<file path="src/rtl/scfifo_pack_if.sv">
// Bus bundle for the narrow-to-wide packing FIFO: narrow write side, wide read side, status.
interface scfifo_pack_if #(
    parameter int DEPTH   = 32,
    parameter int I_WIDTH = 8,
    parameter int O_WIDTH = 32
);
    localparam int R  = O_WIDTH / I_WIDTH;
    localparam int CW = $clog2(DEPTH) + 1;
    localparam int LW = $clog2(R) + 1;

    logic               wr_en;
    logic [I_WIDTH-1:0] din;
    logic               wr_flush;
    logic               fifo_clr;
    logic               rd_en;
    logic [O_WIDTH-1:0] dout;
    logic               dout_valid;
    logic               empty;
    logic               full;
    logic [CW-1:0]      level;
    logic [LW-1:0]      lane;
    logic               overflow;
    logic               underflow;

    modport master (
        output wr_en, din, wr_flush, fifo_clr, rd_en,
        input  dout, dout_valid, empty, full, level, lane, overflow, underflow
    );

    modport slave (
        input  wr_en, din, wr_flush, fifo_clr, rd_en,
        output dout, dout_valid, empty, full, level, lane, overflow, underflow
    );
endinterface

</file>
<file path="src/rtl/scfifo_pack.sv">
// Packing FIFO: narrow words are assembled MSB-first into wide words, which are
// stored in a DEPTH-entry memory and read back one wide word per cycle.
module scfifo_pack #(
    parameter int DEPTH   = 32,
    parameter int I_WIDTH = 8,
    parameter int O_WIDTH = 32
) (
    input  logic          clk,
    input  logic          rst_n,
    scfifo_pack_if.slave  bus
);
    localparam int R  = O_WIDTH / I_WIDTH;
    localparam int AW = $clog2(DEPTH);
    localparam int CW = AW + 1;
    localparam int LW = $clog2(R) + 1;
    localparam logic [LW-1:0] LAST_LANE = LW'(R - 1);

    logic [O_WIDTH-1:0] mem [DEPTH];

    logic [AW-1:0]      wr_ptr_reg;
    logic [AW-1:0]      rd_ptr_reg;
    logic [CW-1:0]      count_reg;
    logic [CW-1:0]      count_next;
    logic [LW-1:0]      lane_reg;
    logic [O_WIDTH-1:0] asm_reg;
    logic [O_WIDTH-1:0] asm_next;
    logic [O_WIDTH-1:0] dout_reg;
    logic               dout_valid_reg;
    logic               overflow_reg;
    logic               underflow_reg;

    logic empty;
    logic full;
    logic wr_acc;
    logic rd_acc;
    logic commit;

    assign empty  = (count_reg == '0);
    assign full   = (count_reg == CW'(DEPTH));
    assign wr_acc = bus.wr_en & ~full;
    assign rd_acc = bus.rd_en & ~empty;

    // Flush still needs either held lanes or a same-cycle write to have anything to commit
    assign commit = (wr_acc & (lane_reg == LAST_LANE))
                  | (bus.wr_flush & ~full & ((lane_reg != '0) | wr_acc));

    // Assembly word as it stands after placing an accepted din in its lane
    generate
        for (genvar gi = 0; gi < R; gi++) begin : g_lane
            assign asm_next[O_WIDTH-1-I_WIDTH*gi -: I_WIDTH] =
                (wr_acc && lane_reg == LW'(gi)) ? bus.din
                                                : asm_reg[O_WIDTH-1-I_WIDTH*gi -: I_WIDTH];
        end
    endgenerate

    always_comb begin
        count_next = count_reg;
        if (commit && !rd_acc)
            count_next = count_reg + CW'(1);
        else if (!commit && rd_acc)
            count_next = count_reg - CW'(1);
    end

    always_ff @(posedge clk) begin
        if (commit && !bus.fifo_clr)
            mem[wr_ptr_reg] <= asm_next;
    end

    always_ff @(posedge clk or negedge rst_n) begin
        if (!rst_n) begin
            wr_ptr_reg     <= '0;
            rd_ptr_reg     <= '0;
            count_reg      <= '0;
            lane_reg       <= '0;
            asm_reg        <= '0;
            dout_reg       <= '0;
            dout_valid_reg <= 1'b0;
            overflow_reg   <= 1'b0;
            underflow_reg  <= 1'b0;
        end else begin
            overflow_reg  <= bus.wr_en & full;
            underflow_reg <= bus.rd_en & empty;
            if (bus.fifo_clr) begin
                wr_ptr_reg     <= '0;
                rd_ptr_reg     <= '0;
                count_reg      <= '0;
                lane_reg       <= '0;
                asm_reg        <= '0;
                dout_reg       <= '0;
                dout_valid_reg <= 1'b0;
            end else begin
                count_reg <= count_next;
                if (rd_acc) begin
                    dout_reg       <= mem[rd_ptr_reg];
                    dout_valid_reg <= 1'b1;
                    rd_ptr_reg     <= rd_ptr_reg + AW'(1);
                end else begin
                    dout_reg       <= '0;
                    dout_valid_reg <= 1'b0;
                end
                if (commit) begin
                    wr_ptr_reg <= wr_ptr_reg + AW'(1);
                    lane_reg   <= '0;
                    asm_reg    <= '0;
                end else if (wr_acc) begin
                    lane_reg <= lane_reg + LW'(1);
                    asm_reg  <= asm_next;
                end
            end
        end
    end

    assign bus.dout       = dout_reg;
    assign bus.dout_valid = dout_valid_reg;
    assign bus.empty      = empty;
    assign bus.full       = full;
    assign bus.level      = count_reg;
    assign bus.lane       = lane_reg;
    assign bus.overflow   = overflow_reg;
    assign bus.underflow  = underflow_reg;
endmodule
</file>
<file path="src/flat_wrapper.sv">
// flat-port wrapper written by rule: the top's interface ports become plain ports
module scfifo_pack_flat 
#(
    parameter int DEPTH   = 32,
    parameter int I_WIDTH = 8,
    parameter int O_WIDTH = 32
)
  (clk, rst_n, bus_wr_en, bus_din, bus_wr_flush, bus_fifo_clr, bus_rd_en, bus_dout, bus_dout_valid, bus_empty, bus_full, bus_level, bus_lane, bus_overflow, bus_underflow);
  scfifo_pack_if #(.DEPTH(DEPTH), .I_WIDTH(I_WIDTH), .O_WIDTH(O_WIDTH)) bus_i ();
  input  logic clk;
  input  logic rst_n;
  input wire logic [$bits(bus_i.wr_en)-1:0] bus_wr_en;
  input wire logic [$bits(bus_i.din)-1:0] bus_din;
  input wire logic [$bits(bus_i.wr_flush)-1:0] bus_wr_flush;
  input wire logic [$bits(bus_i.fifo_clr)-1:0] bus_fifo_clr;
  input wire logic [$bits(bus_i.rd_en)-1:0] bus_rd_en;
  output wire logic [$bits(bus_i.dout)-1:0] bus_dout;
  output wire logic [$bits(bus_i.dout_valid)-1:0] bus_dout_valid;
  output wire logic [$bits(bus_i.empty)-1:0] bus_empty;
  output wire logic [$bits(bus_i.full)-1:0] bus_full;
  output wire logic [$bits(bus_i.level)-1:0] bus_level;
  output wire logic [$bits(bus_i.lane)-1:0] bus_lane;
  output wire logic [$bits(bus_i.overflow)-1:0] bus_overflow;
  output wire logic [$bits(bus_i.underflow)-1:0] bus_underflow;
  assign bus_i.wr_en = bus_wr_en;
  assign bus_i.din = bus_din;
  assign bus_i.wr_flush = bus_wr_flush;
  assign bus_i.fifo_clr = bus_fifo_clr;
  assign bus_i.rd_en = bus_rd_en;
  assign bus_dout = bus_i.dout;
  assign bus_dout_valid = bus_i.dout_valid;
  assign bus_empty = bus_i.empty;
  assign bus_full = bus_i.full;
  assign bus_level = bus_i.level;
  assign bus_lane = bus_i.lane;
  assign bus_overflow = bus_i.overflow;
  assign bus_underflow = bus_i.underflow;
  scfifo_pack #(.DEPTH(DEPTH), .I_WIDTH(I_WIDTH), .O_WIDTH(O_WIDTH)) u_core (.clk(clk), .rst_n(rst_n), .bus(bus_i));
endmodule
</file>
<file path="config.mk">
export PLATFORM = sky130hd
export DESIGN_NAME = scfifo_pack_flat
export DESIGN_NICKNAME = d
export VERILOG_FILES = /design/src/rtl/scfifo_pack_if.sv /design/src/rtl/scfifo_pack.sv /design/src/flat_wrapper.sv
export SDC_FILE = /design/constraint.sdc
export NUM_CORES = 1
export LEC_CHECK = 0
export ABC_AREA = 1
export CAP_MARGIN = 10
export CORE_UTILIZATION = 30
export DETAILED_ROUTE_END_ITERATION = 10
export PLACE_DENSITY = 0.48
export SYNTH_ARGS = -nofsm -noshare
export SYNTH_HDL_FRONTEND = slang
export SYNTH_SLANG_ARGS = --single-unit
</file>
<file path="constraint.sdc">
create_clock -name clk -period 3.7 [get_ports clk]
set_input_delay 0.74 -clock clk [delete_from_list [all_inputs] [get_ports clk]]
set_output_delay 0.74 -clock clk [all_outputs]
set_load 0.02 [all_outputs]
</file>
[Word-level counts from Yosys, hierarchy flattened]
Memory sizes are Yosys's and may differ from the RTL's.
Cells that the tools add are included.
Word-level totals
  bits in registers: 86
  input port bits: 14
  logic and storage cells: 70
  memories: 1
  output and inout port bits: 46
  bits in writable memories: 1024
Memories
  u_core.mem: words 32, width 32, rd ports 1, clocked after Yosys merged registers in 0, write ports 1, line scfifo_pack.sv:18  | logic [O_WIDTH-1:0] mem [DEPTH];
Cells by class
  mux-type cells: 23
  add/subtract/negate cells: 5
  reductions and logical operators: 17
  bitwise logic cells: 11
  eq/ne operators: 4
Operators with widths (count)
  two-way mux 32 bit: 5
  two-way mux 8 bit: 4
  two-way mux 5 bit: 4
  two-way mux 6 bit: 3
  adder 5 x 1 -> 5 bit (second input constant): 2
  two-way mux 3 bit: 3
  nonzero test 3 bit: 3
  AND 1 bit: 7
  logical AND 1 bit: 7
  adder 6 x 1 -> 6 bit (second input constant): 1
  == test 3 x 2 -> 1 bit (second input constant): 2
  == test 6 bit (second input constant): 1
  logical NOT 6 bit: 1
  subtractor 6 x 1 -> 6 bit (second input constant): 1
  two-way mux 1 bit: 4
  nonzero test 2 bit: 2
  adder 3 x 1 -> 3 bit (second input constant): 1
  == test 3 x 1 -> 1 bit (second input constant): 1
  logical NOT 1 bit: 3
  logical NOT 3 bit: 1
  NOT 1 bit: 2
  OR 1 bit: 2

[Depth between registers and ports, before layout]
  word-level depth: 11
  depth in mapped cells: 17
  depth with buffers taken out: 17

[Worst setup path before layout]
No wires, ideal clock.
  kind: reg2reg
  start: register u_core.lane_reg[0], in the netlist u_core.bus.lane[0]
  end: memory u_core.mem[0][0] (enable)
  data required time: 3.279 ns
  cell stages (with the launch flop): 12
  library setup time: 0.421 ns
  path buffers: 0
  slack: 0.405 ns
  data arrival time: 2.873 ns
  cells stage by stage: dfrtp_1 -> inv_1 -> ha_1 -> nand3_1 -> nand2_1 -> inv_1 -> nand2_2 -> nand2_4 -> nand2_1 -> inv_1 -> nand2_1 -> nor2_1
On the way
  cells in the longest elaborated chain, start to end: 7
RTL lines
  start: declaration: line scfifo_pack.sv:24  | logic [LW-1:0] lane_reg;
  start signal: assignment: line scfifo_pack.sv:106  | lane_reg <= lane_reg + LW'(1);
  nonzero test 3 bit: line scfifo_pack.sv:45  | | (bus.wr_flush & ~full & ((lane_reg != '0) | wr_acc));
  OR 1 bit: line scfifo_pack.sv:45
  AND 1 bit: line scfifo_pack.sv:45
  OR 1 bit *: line scfifo_pack.sv:45
  logical AND 1 bit *: line scfifo_pack.sv:65  | if (commit && !bus.fifo_clr)
  two-way mux 1 bit *: line scfifo_pack.sv:65
  two-way mux 1 bit (implied by the code) *: line scfifo_pack.sv:66  | mem[wr_ptr_reg] <= asm_next;
  end: declaration: line scfifo_pack.sv:18
Mark *: on every way between the ends. The rest lies on a longest branch, timed or not.

[Final worst setup path]
  start: register u_core.count_reg[1], in the netlist u_core.bus.level[1]
  end: output port bus_full
On the way
  cells in the longest elaborated chain, start to end: 1
RTL lines
  start: declaration: line scfifo_pack.sv:22  | logic [CW-1:0] count_reg;
  start signal: assignment: line scfifo_pack.sv:92  | count_reg <= count_next;
  == test 6 bit: line scfifo_pack.sv:39  | assign full = (count_reg == CW'(DEPTH));
  end: declaration: line flat_wrapper.sv:20  | output wire logic [$bits(bus_i.full)-1:0] bus_full;
No other way between the ends.

==> summary.md <==
| Metric | Value |
|---|---|
| Initial antenna violation count | 4 |
| # H-tree levels | 3 |
| Crit-path cells | nor2_1, nand3_2, inv_1, clkdlybuf4s50_1 |
| Initial Util | 30.33% |
| Final HPWL DP | 75690 um |
| I/O pin total | 60 |
| Unrepaired setup endpoints after global routing | no |
| Slowest cell on the critical path | clkdlybuf4s50_1 |
| Via count | 28140 |
| Routed WL | 131400 um |
| CP Max Fanout | 6 |
| CTS tree | built |
| ANT nets after route | 0 |
| Hold-fix buffers at CTS | 0 |
| Max reg flops | 1024 |
| Synth area leader | edfxtp_1 |
| Yosys cell types | 35 |
| Via density per instance | 4.925 |
| Mapped Area | 0.04430 mm^2 |
| Worst-Skew Late Latency | 0.71 ns |
| Post-DP Area | 0.04807 mm^2 |
| # Post-CTS Setup Buffers | 0 |
| Power density over the cells | 651.9 mW/mm^2 |
| Pre-antenna DRT Iters | 6 |
| First-pass GRT wire length | 191900 um |
| Register area share after synthesis | 74.27% |
| Crit path largest cell delay | 0.60 ns |
| Fin crit share | 81.55% |
| Net Count, Synth | 3601 |
| Final hold vios | 0 |
| Fin Clk Skew | 0.03029 ns |
| Die Wd | 386.3 um |
| Critical Path Sink Type | output pin |
| Yosys warns | 0 |
| R2R depth | 10 |
| Lkg Pwr | 17.81 nW |
| Number of I/O port buffers | 59 |
| FF+latch count, synth | 1110 |
| Yosys top cell area share | 69.41% |
| Number of synthesized flops with an enable pin | 1024 |
| Post-synthesis cell count | 3572 |
| Fmax | 331.4 MHz |
| HP Class | input port to async pin |
| Total grt overflow | 0 |
| Setup Viol. Count Final | 0 |
| Crit path arrival time | 2.28 ns |
| Count leader, synth | edfxtp_1 |
| Crit Path Class | flip-flop to output pin |
| Worst setup SP type | flip-flop |
| Vias in the first global route | 27550 |
| FP Rows | 140 |
| Relative slew slack | 22.50% |
| CTS Buffer Depth | 3 |
| Die ar. | 0.1492 mm^2 |
| Fin crit period | 3.017 ns |
| Clk sink count | 1110 |
| Die height | 386.3 um |
| Design Area, Final | 0.05182 mm^2 |
| DRC errors left | 0 |
| CTS clk-pin slew, worst paths | 0.07 ns |
| 1st-iter DRT viols | 2987 |
| Pins Over Slew Limit | 0 |
| List of most frequent post-synthesis cells | 1024 x edfxtp_1, 778 x nor2_1, 478 x o21ai_0 |
| Post-CTS Resized | 0 |
| Peak supply drop | 0.4538 mV |
| Final setup TNS | 0 ns |
| Layout Nets | 3724 |
| Share of layout cells above drive strength 1 | 10.33% |
| Root buffer cell | clkbuf_16 |
| Status | completed |
| Total CTS buffers | 118 |
| Gpl congestion | 0.7814 |
| Largest net degree at the start of global routing | 129 |
| Core area | 0.1461 mm^2 |
| Avg WL per Cell | 23.00 um |
| Synth Area per Inst | 12.40 um^2 |
| Worst path required time | 2.96 ns |
| Measured slew at the worst slew-check pin | 1.163 ns |
| Synth area leaders | edfxtp_1 69%, nor2_1 6.6%, o21ai_0 5.4% |
| Synth async-reset ratio | 7.748% |
| Synth Flop Type | edfxtp_1 |
| Max Cap Violations | 0 |
| Total track usage | 17.54% |
| Area delta synth->final | 16.97% |
==> layout by cell type, fill, tap and decap left out, types with 2 or more instances in the layout <==
| cell | instances |
|---|---|
| nor3_1 | 4 |
| ha_1 | 14 |
| edfxtp_1 | 1024 |
| o21a_1 | 24 |
| inv_1 | 76 |
| or2_2 | 3 |
| o21ai_0 | 478 |
| dfrtp_4 | 3 |
| buf_12 | 33 |
| nor2_1 | 745 |
| o21ai_1 | 43 |
| clkbuf_8 | 7 |
| nand2_4 | 2 |
| nor2_2 | 4 |
| nand2_1 | 396 |
| bufinv_16 | 8 |
| nand3_2 | 2 |
| buf_4 | 134 |
| inv_16 | 2 |
| inv_6 | 5 |
| nor2_4 | 34 |
| clkinv_2 | 21 |
| clkdlybuf4s50_1 | 58 |
| xor2_1 | 3 |
| clkbuf_1 | 26 |
| o211ai_1 | 80 |
| a21oi_1 | 39 |
| nand2_2 | 4 |
| clkinv_1 | 32 |
| clkbuf_16 | 119 |
| o22ai_1 | 129 |
| diode_2 | 2 |
| inv_2 | 4 |
| clkinvlp_4 | 3 |
| dfrtp_1 | 82 |
| nand3_1 | 147 |
==> kinds of logic (layout without fill, tap and decap cells) <==
logic type | Yosys count | after routing | share of synthesized area, %
buf+inv | 307 | 530 | 3.358
fa+ha+maj | 15 | 15 | 0.4406
other cells | 0 | 2 | 0
xor+xnor | 3 | 3 | 0.05932
simple gates | 1342 | 1342 | 11.93
compound gates | 795 | 795 | 9.944
flops | 1110 | 1110 | 74.27
==> worst max-delay path, delay by kind of cell (launching register included) <==
family	cells	cell delay [ns]
DFF	1	0.45
and+or+nand+nor	2	0.40
buffers and inverters	2	0.70
==> cell type report <==
cell class,count,area [um^2]
Timing Repair Buffer,225,2247
Antenna cell,2,5.005
Clock inverter,68,575.6
Clock buffer,152,3172
Inverter,85,342.8
Tap cell,1917,2399
Fill cell,14320,94270
Multi-Input combinational cell,2155,10170
Sequential cell,1110,32910
==> path summary, 6_finish.rpt <==
kind / start / endpoint / slack, ns
min in group clk: u_core.asm_reg[6]$_DFFE_PN0P_ / u_core.asm_reg[6]$_DFFE_PN0P_ / 0.56
max in group asynchronous: rst_n / u_core.bus.dout[27]$_DFF_PN0_ / 2.82
max reg2reg: u_core.rd_ptr_reg[0]$_DFFE_PN0P_ / u_core.bus.dout[12]$_DFF_PN0_ / 0.83
min reg2reg: u_core.asm_reg[6]$_DFFE_PN0P_ / u_core.asm_reg[6]$_DFFE_PN0P_ / 0.56
min: rst_n / u_core.bus.dout[12]$_DFF_PN0_ / 0.1
max: u_core.bus.level[1]$_DFFE_PN0P_ / bus_full / 0.68
==> per-layer routing <==
| metal | track usage [%] | share of wire (%) | up-vias |
|---|---|---|---|
| met5 | 0 | 0.0061 | - |
| met3 | 2.718 | 5.7 | 157 |
| met1 | 25.73 | 48 | 14170 |
| met4 | 4.637 | 2.1 | 2 |
| li1 | - | - | 13030 |
| met2 | 26.88 | 45 | 781 |
==> metrics by stage <==
stage / setup slack (ns) / utilization [%] / hold WS [ns] / std cells / power (W)
5_1_grt: 0.5106 / 35.47 / 0.1481 / 5712 / 0.03538
3_3_place_gp: 0.3472 / 32.90 / 0.5370 / 5492 / 0.02261
2_1_floorplan: 0.4054 / - / 0.4444 / 3572 / 0.01974
3_5_place_dp: 0.3827 / 32.90 / 0.5420 / 5492 / 0.02260
4_1_cts: 0.6296 / 35.47 / 0.08991 / 5712 / 0.03411
6_report: 0.6828 / 35.47 / 0.09522 / 5714 / 0.03378
==> power breakdown <==
| group | internal (W) | switching, W |
|---|---|---|
| Sequential | 0.0144 | 0.000223 |
| Clock | 0.00658 | 0.00490 |
| Combinational | 0.00225 | 0.00542 |
No activity file was read; power rests on OpenSTA's default activity.
